File: config.mk
export PLATFORM = sky130hd
export DESIGN_NAME = serial_alu_seq
export DESIGN_NICKNAME = d
export VERILOG_FILES = /design/src/rtl/serial_alu_seq.sv
export SDC_FILE = /design/constraint.sdc
export NUM_CORES = 1
export LEC_CHECK = 0
export BUFFER_PORTS_ARGS = -buffer_cell sky130_fd_sc_hd__buf_2
export CORE_MARGIN = 2
export CORE_UTILIZATION = 38
export CTS_CLUSTER_SIZE = 30
export DETAILED_ROUTE_END_ITERATION = 12
export MAX_ROUTING_LAYER = met4
export PLACE_DENSITY = 0.72
export SLEW_MARGIN = 20
export SYNTH_ARGS = -nofsm -noshare
export SYNTH_HDL_FRONTEND = slang
export SYNTH_SLANG_ARGS = --single-unit
File: constraint.sdc
create_clock -name clk -period 3.72 [get_ports clk]
set_input_delay 0.744 -clock clk [delete_from_list [all_inputs] [get_ports clk]]
set_output_delay 0.744 -clock clk [all_outputs]
set_load 0.01 [all_outputs]
File: src/rtl/serial_alu_seq.sv
// Bit-serial 16-bit ALU sequencer: latches operands/opcode, walks sl 0..15 with a held ripple carry.
// Optional SERIAL_ALU_FLAGS_EN adds zf/nf/vf status outputs.
module serial_alu_seq (
    input  logic        clk,
    input  logic        rst,
    input  logic        start,
    input  logic [2:0]  op,
    input  logic [15:0] a,
    input  logic [15:0] b,
    output logic        busy,
    output logic        done,
    output logic [3:0]  sl,
    output logic        bit_we,
    output logic        bit_out,
    output logic [15:0] result,
    output logic        cout
`ifdef SERIAL_ALU_FLAGS_EN
    ,
    output logic        zf,
    output logic        nf,
    output logic        vf
`endif
);

    typedef enum logic [1:0] {ST_IDLE, ST_RUN, ST_DONE} state_e;
    typedef enum logic [2:0] {
        OP_ADD, OP_SUB, OP_AND, OP_OR, OP_XOR, OP_NOR, OP_NAND, OP_NOT
    } op_e;

    state_e      state_q, state_d;
    op_e         op_q, op_d;
    logic [15:0] a_q, a_d, b_q, b_d;
    logic [15:0] result_q, result_d;
    logic [3:0]  sl_q, sl_d;
    logic        carry_q, carry_d;
    logic        cout_q, cout_d;
    logic        zf_q, zf_d, nf_q, nf_d, vf_q, vf_d;

    logic a_bit, b_bit, b_eff, fa_sum, fa_carry, slice_bit, is_arith;

    // One full-adder slice plus the gate cells, fed by the mux16-selected operand bits.
    always_comb begin
        a_bit    = a_q[sl_q];
        b_bit    = b_q[sl_q];
        is_arith = (op_q == OP_ADD) || (op_q == OP_SUB);
        b_eff    = (op_q == OP_SUB) ? ~b_bit : b_bit;
        fa_sum   = a_bit ^ b_eff ^ carry_q;
        fa_carry = (a_bit & b_eff) | (carry_q & (a_bit ^ b_eff));
        case (op_q)
            OP_ADD, OP_SUB: slice_bit = fa_sum;
            OP_AND:         slice_bit = a_bit & b_bit;
            OP_OR:          slice_bit = a_bit | b_bit;
            OP_XOR:         slice_bit = a_bit ^ b_bit;
            OP_NOR:         slice_bit = ~(a_bit | b_bit);
            OP_NAND:        slice_bit = ~(a_bit & b_bit);
            OP_NOT:         slice_bit = ~a_bit;
            default:        slice_bit = 1'b0;
        endcase
    end

    always_comb begin
        // NOTE: every *_d starts from its *_q so no path through this block leaves a latch.
        state_d  = state_q;
        op_d     = op_q;
        a_d      = a_q;
        b_d      = b_q;
        result_d = result_q;
        sl_d     = sl_q;
        carry_d  = carry_q;
        cout_d   = cout_q;
        zf_d     = zf_q;
        nf_d     = nf_q;
        vf_d     = vf_q;
        case (state_q)
            ST_IDLE: begin
                if (start) begin
                    state_d  = ST_RUN;
                    op_d     = op_e'(op);
                    a_d      = a;
                    b_d      = b;
                    result_d = 16'h0000;
                    sl_d     = 4'd0;
                    carry_d  = (op_e'(op) == OP_SUB);
                    cout_d   = 1'b0;
                    zf_d     = 1'b0;
                    nf_d     = 1'b0;
                    vf_d     = 1'b0;
                end
            end
            ST_RUN: begin
                result_d[sl_q] = slice_bit;
                carry_d        = is_arith & fa_carry;
                sl_d           = sl_q + 4'd1;
                if (sl_q == 4'd15) begin
                    state_d = ST_DONE;
                    cout_d  = is_arith & fa_carry;
                    zf_d    = (result_d == 16'h0000);
                    nf_d    = result_d[15];
                    // carry_q is the carry into bit 15 in this cycle.
                    vf_d    = is_arith & (carry_q ^ fa_carry);
                end
            end
            ST_DONE: state_d = ST_IDLE;
            default: state_d = ST_IDLE;
        endcase
    end

    // NOTE: state updates use non-blocking assignments so every flop samples pre-edge values.
    always_ff @(posedge clk) begin
        if (rst) begin
            state_q  <= ST_IDLE;
            op_q     <= OP_ADD;
            a_q      <= 16'h0000;
            b_q      <= 16'h0000;
            result_q <= 16'h0000;
            sl_q     <= 4'd0;
            carry_q  <= 1'b0;
            cout_q   <= 1'b0;
        end else begin
            state_q  <= state_d;
            op_q     <= op_d;
            a_q      <= a_d;
            b_q      <= b_d;
            result_q <= result_d;
            sl_q     <= sl_d;
            carry_q  <= carry_d;
            cout_q   <= cout_d;
        end
    end

`ifdef SERIAL_ALU_FLAGS_EN
    always_ff @(posedge clk) begin
        if (rst) begin
            zf_q <= 1'b0;
            nf_q <= 1'b0;
            vf_q <= 1'b0;
        end else begin
            zf_q <= zf_d;
            nf_q <= nf_d;
            vf_q <= vf_d;
        end
    end

    assign zf = zf_q;
    assign nf = nf_q;
    assign vf = vf_q;
`else
    // Flag logic collapses to constants when the status outputs are not built.
    assign zf_q = 1'b0;
    assign nf_q = 1'b0;
    assign vf_q = 1'b0;

    logic unused_flags;
    assign unused_flags = zf_d ^ nf_d ^ vf_d;
`endif

    assign busy    = (state_q == ST_RUN);
    assign done    = (state_q == ST_DONE);
    assign bit_we  = (state_q == ST_RUN);
    assign bit_out = (state_q == ST_RUN) & slice_bit;
    assign sl      = sl_q;
    assign result  = result_q;
    assign cout    = cout_q;

endmodule

==> flow_summary.ini <==
[status]
outcome = finished, final reports clean

[synthesis]
seq_area_frac_synth_pct = 40.3
synth_top_family_by_area = simple AND/OR/NAND/NOR gates
synth.mux.area_fraction_pct = 9.77
fraction_of_synthesis_flops_using_an_asynchronous_set_or_reset_pin_pct = 0
synth-main-ff-cell = sky130_fd_sc_hd__dfxtp_1
synth_seq_cells = 59
syn_area_per_cell_um2 = 8.10
yosysUniqueCellTypes = 37
complex_gate_fraction_of_the_synthesized_area_pct = 9.26
synth_top_cell_area_share_pct = 40.3
syn_nets = 407
ys.warnings.count = 0
synthTopCellsByArea = sky130_fd_sc_hd__dfxtp_1 (40%), sky130_fd_sc_hd__nand2_1 (9.5%), sky130_fd_sc_hd__nand3_1 (8.9%), sky130_fd_sc_hd__a21oi_1 (7.0%), sky130_fd_sc_hd__nand4_1 (6.8%)
synth_area_in_xor_xnor_pct = 0.299
postSynthCellCount = 362
netlist.top_cell.by_area = sky130_fd_sc_hd__dfxtp_1
syn_area_um2 = 2930
synth-edff-count = 0
synth_simple_gate_area_share_pct = 30.8
post_synth_fa_ha_maj_area_fraction_pct = 3.24

[timing]
period_needed_ns = 3.66
slew-limit-headroom_pct = 31.3
report.final.hold_viol_count = 0
grt_setup_unrepaired = true
finClkSkew_ns = 0.00760
final_min_period_over_clock_period_pct = 98.4
fmaxAchievable_mhz = 273
timing_max_transition_violations_final = 0
setup_viol_count_final = 0
timing_worst_slew_pin_value_ns = 1.03
worst_slack_ns = 0.0595

[clock_tree]
ctsLongestPathBuffers = 2
cts-buffers-inserted = 9
tritoncts_clock_tree = yes
cts-hold-fix-buffers = 0
clock_tree.htree_level_count = 3
clock_sinks = 59
clkTransAtPathRegs_ns = 0.07
clkLatencyLatePin_ns = 0.35
clock_tree.root_cell = sky130_fd_sc_hd__clkbuf_8

[setup_path]
worst_setup_end_kind = output pin
critPathKind = reg -> out
slowest_delay_ns = 0.50
reg2reg_from = sl[1]
cp-startpoint = sl[1]
crit_path_frequent_cell = sky130_fd_sc_hd__mux2i_2
critPathMaxFanout = 7
crit_path_top_delay_cell = sky130_fd_sc_hd__mux4_2
arrival_ns = 2.92
ordered_list_of_cells_on_the_worst_path = buf_8 -> mux4_2 -> mux2i_2 -> mux2i_2 -> xor2_1 -> fa_1 -> a211oi_2 -> nand2_1 -> o31ai_2 -> buf_2
cp_data_required_time_ns = 2.98
worstSetupStartpointType = flop

[routing]
avgViaCountPerCell = 5.35
ant_nets = 0
post_drt_wl_per_cell_um = 14.0
route.detailed.drc = 0
first_iter_violations = 156
num_vias = 2793
postRouteWirelength_um = 7290
dr.pass1.iters = 4

[min_path]
timing.hold.worst.class = reg -> reg
worstHoldStart = b_q[15]

[floorplanning]
core_area_um2 = 7610
io-pin-count = 63
rows = 32
width_of_the_die_um = 91.9
start_util_pct = 38.6
die_height_um = 91.9
area_of_the_die_um2 = 8440

[grt]
grt_pass1_wl_um = 12200
gr-total-overflow = 0
gr-usage-all-layers_pct = 18.5
antenna_found_initial = 0
largest_net_degree_at_the_start_of_global_routing = 49
grt_pass1_vias = 2652

[power]
share_comb_of_total_power_pct = 12.9
power.density_nw_per_um2 = 425
vdd_drop_max_mv = 0.223
internal-power_uw = 1110
power.switching_fraction_pct = 26.5
share_seq_of_total_power_pct = 44.8
power_frac_clock_pct = 42.3
power.switching_uw = 401
p_leak_uw = 0.00144
power_uw = 1520

[placed_design]
dp_hpwl_um = 5080
place_ws_ns = 0.298
place.gp.congestion = 0.945
io_buffers = 62

[cells_and_area]
multiInputGateArea_um2 = 1580
drive_gt1_share_pct = 25.5
seqCellArea_um2 = 1190
fillCellCount = 771
num-nets-final = 460
antenna_cells_inserted = 0
area_growth_pct = 21.6

[flow_run]
drv_cap = 0
layout make-up:
type,count,share of cell area [%]
Clock buffer,10,3.58
Clock inverter,6,2.53
Inverter,6,0.631
Multi-Input combinational cell,264,44.4
Sequential cell,59,33.3
Tap cell,102,3.58
Timing Repair Buffer,75,12.0
state kept, by name, indices dropped and copies added (netlist names):
register and cells:
result 16, sl 4, state_q 2, op_q 3
a_q 16, carry_q 1, cout 1, b_q 16
path summary, 6_finish.rpt:
kind / end / slack, ns / cells past startpoint
min reg2reg: b_q[15] / 0.46 / 2
max reg2reg: result[2] / 0.93 / 10
min: b_q[15] / 0.46 / 2
max: bit_out / 0.06 / 10
cells in the final DEF (no fill, tap or decap), drive strengths merged, types with 6 or more instances in the layout:
cell / count
clkbuf: 10
nand2: 74
ha: 6
nand3: 52
mux4: 6
inv: 6
mux2i: 12
nor2: 14
a21oi: 41
nand4: 32
nor2b: 7
buf: 75
dfxtp: 59
per-stage QoR:
stage,std cells,TNS [ns],area [um^2],util (%),hold WS [ns]
2_1_floorplan,362,0,2930,-,0.432
3_3_place_gp,500,0,3280,43.1,0.444
3_5_place_dp,500,0,3280,43.1,0.450
4_1_cts,518,0,3510,46.1,0.460
5_1_grt,522,-0.0860,3570,46.9,0.475
6_report,522,0,3570,46.9,0.455
critical path: cells and delay by family (launching register included):
kind,cells,cell delay (ns)
buffers and inverters,2,0.29
XOR/XNOR,1,0.23
adder cells (fa/ha/maj),1,0.46
flip-flops,1,0.37
AND/OR/NAND/NOR,1,0.09
multiplexers,3,0.79
AO/OA/AOI/OAI,2,0.33
what timing repair did:
action,4_1_cts,5_1_grt
setup buffers,2,4
pin swaps,1,3
setup endpoints to repair,1,1
gates resized for setup,1,8
synth_stat cells, types with 4 or more instances:
cell type / number
sky130_fd_sc_hd__clkbuf_1: 19
sky130_fd_sc_hd__dfxtp_1: 59
sky130_fd_sc_hd__nand2_1: 74
sky130_fd_sc_hd__buf_2: 7
sky130_fd_sc_hd__ha_1: 6
sky130_fd_sc_hd__nor2b_1: 7
sky130_fd_sc_hd__nor2_1: 14
sky130_fd_sc_hd__inv_1: 5
sky130_fd_sc_hd__nand4_1: 32
sky130_fd_sc_hd__clkbuf_2: 4
sky130_fd_sc_hd__nand3_1: 52
sky130_fd_sc_hd__mux4_2: 4
sky130_fd_sc_hd__mux2i_1: 11
sky130_fd_sc_hd__a21oi_1: 41
kinds of logic after synthesis:
kind of cell,after synthesis
AND/OR/NAND/NOR,189
flip-flops,59
AO/OA/AOI/OAI,48
buffers and inverters,39
multiplexers,19
XOR/XNOR,1
adder cells (fa/ha/maj),7
per-layer routing:
layer  share of wire [%]  track usage [%]  wire [um]
met1                  44             22.3       3190
met2                  48             28.8       3500
met3                 6.5             5.67        474
met4                 1.8             7.96        129
met5                   0                -          0
power groups by stage:
stage / combinational (uW) / sequential (uW) / clock (uW)
3_3_place_gp: 180 / 692 / 0
5_1_grt: 217 / 682 / 680
2_1_floorplan: 132 / 687 / 0
3_5_place_dp: 188 / 693 / 0
6_report: 196 / 679 / 641
4_1_cts: 190 / 679 / 657
No activity file was read; power rests on OpenSTA's default activity.
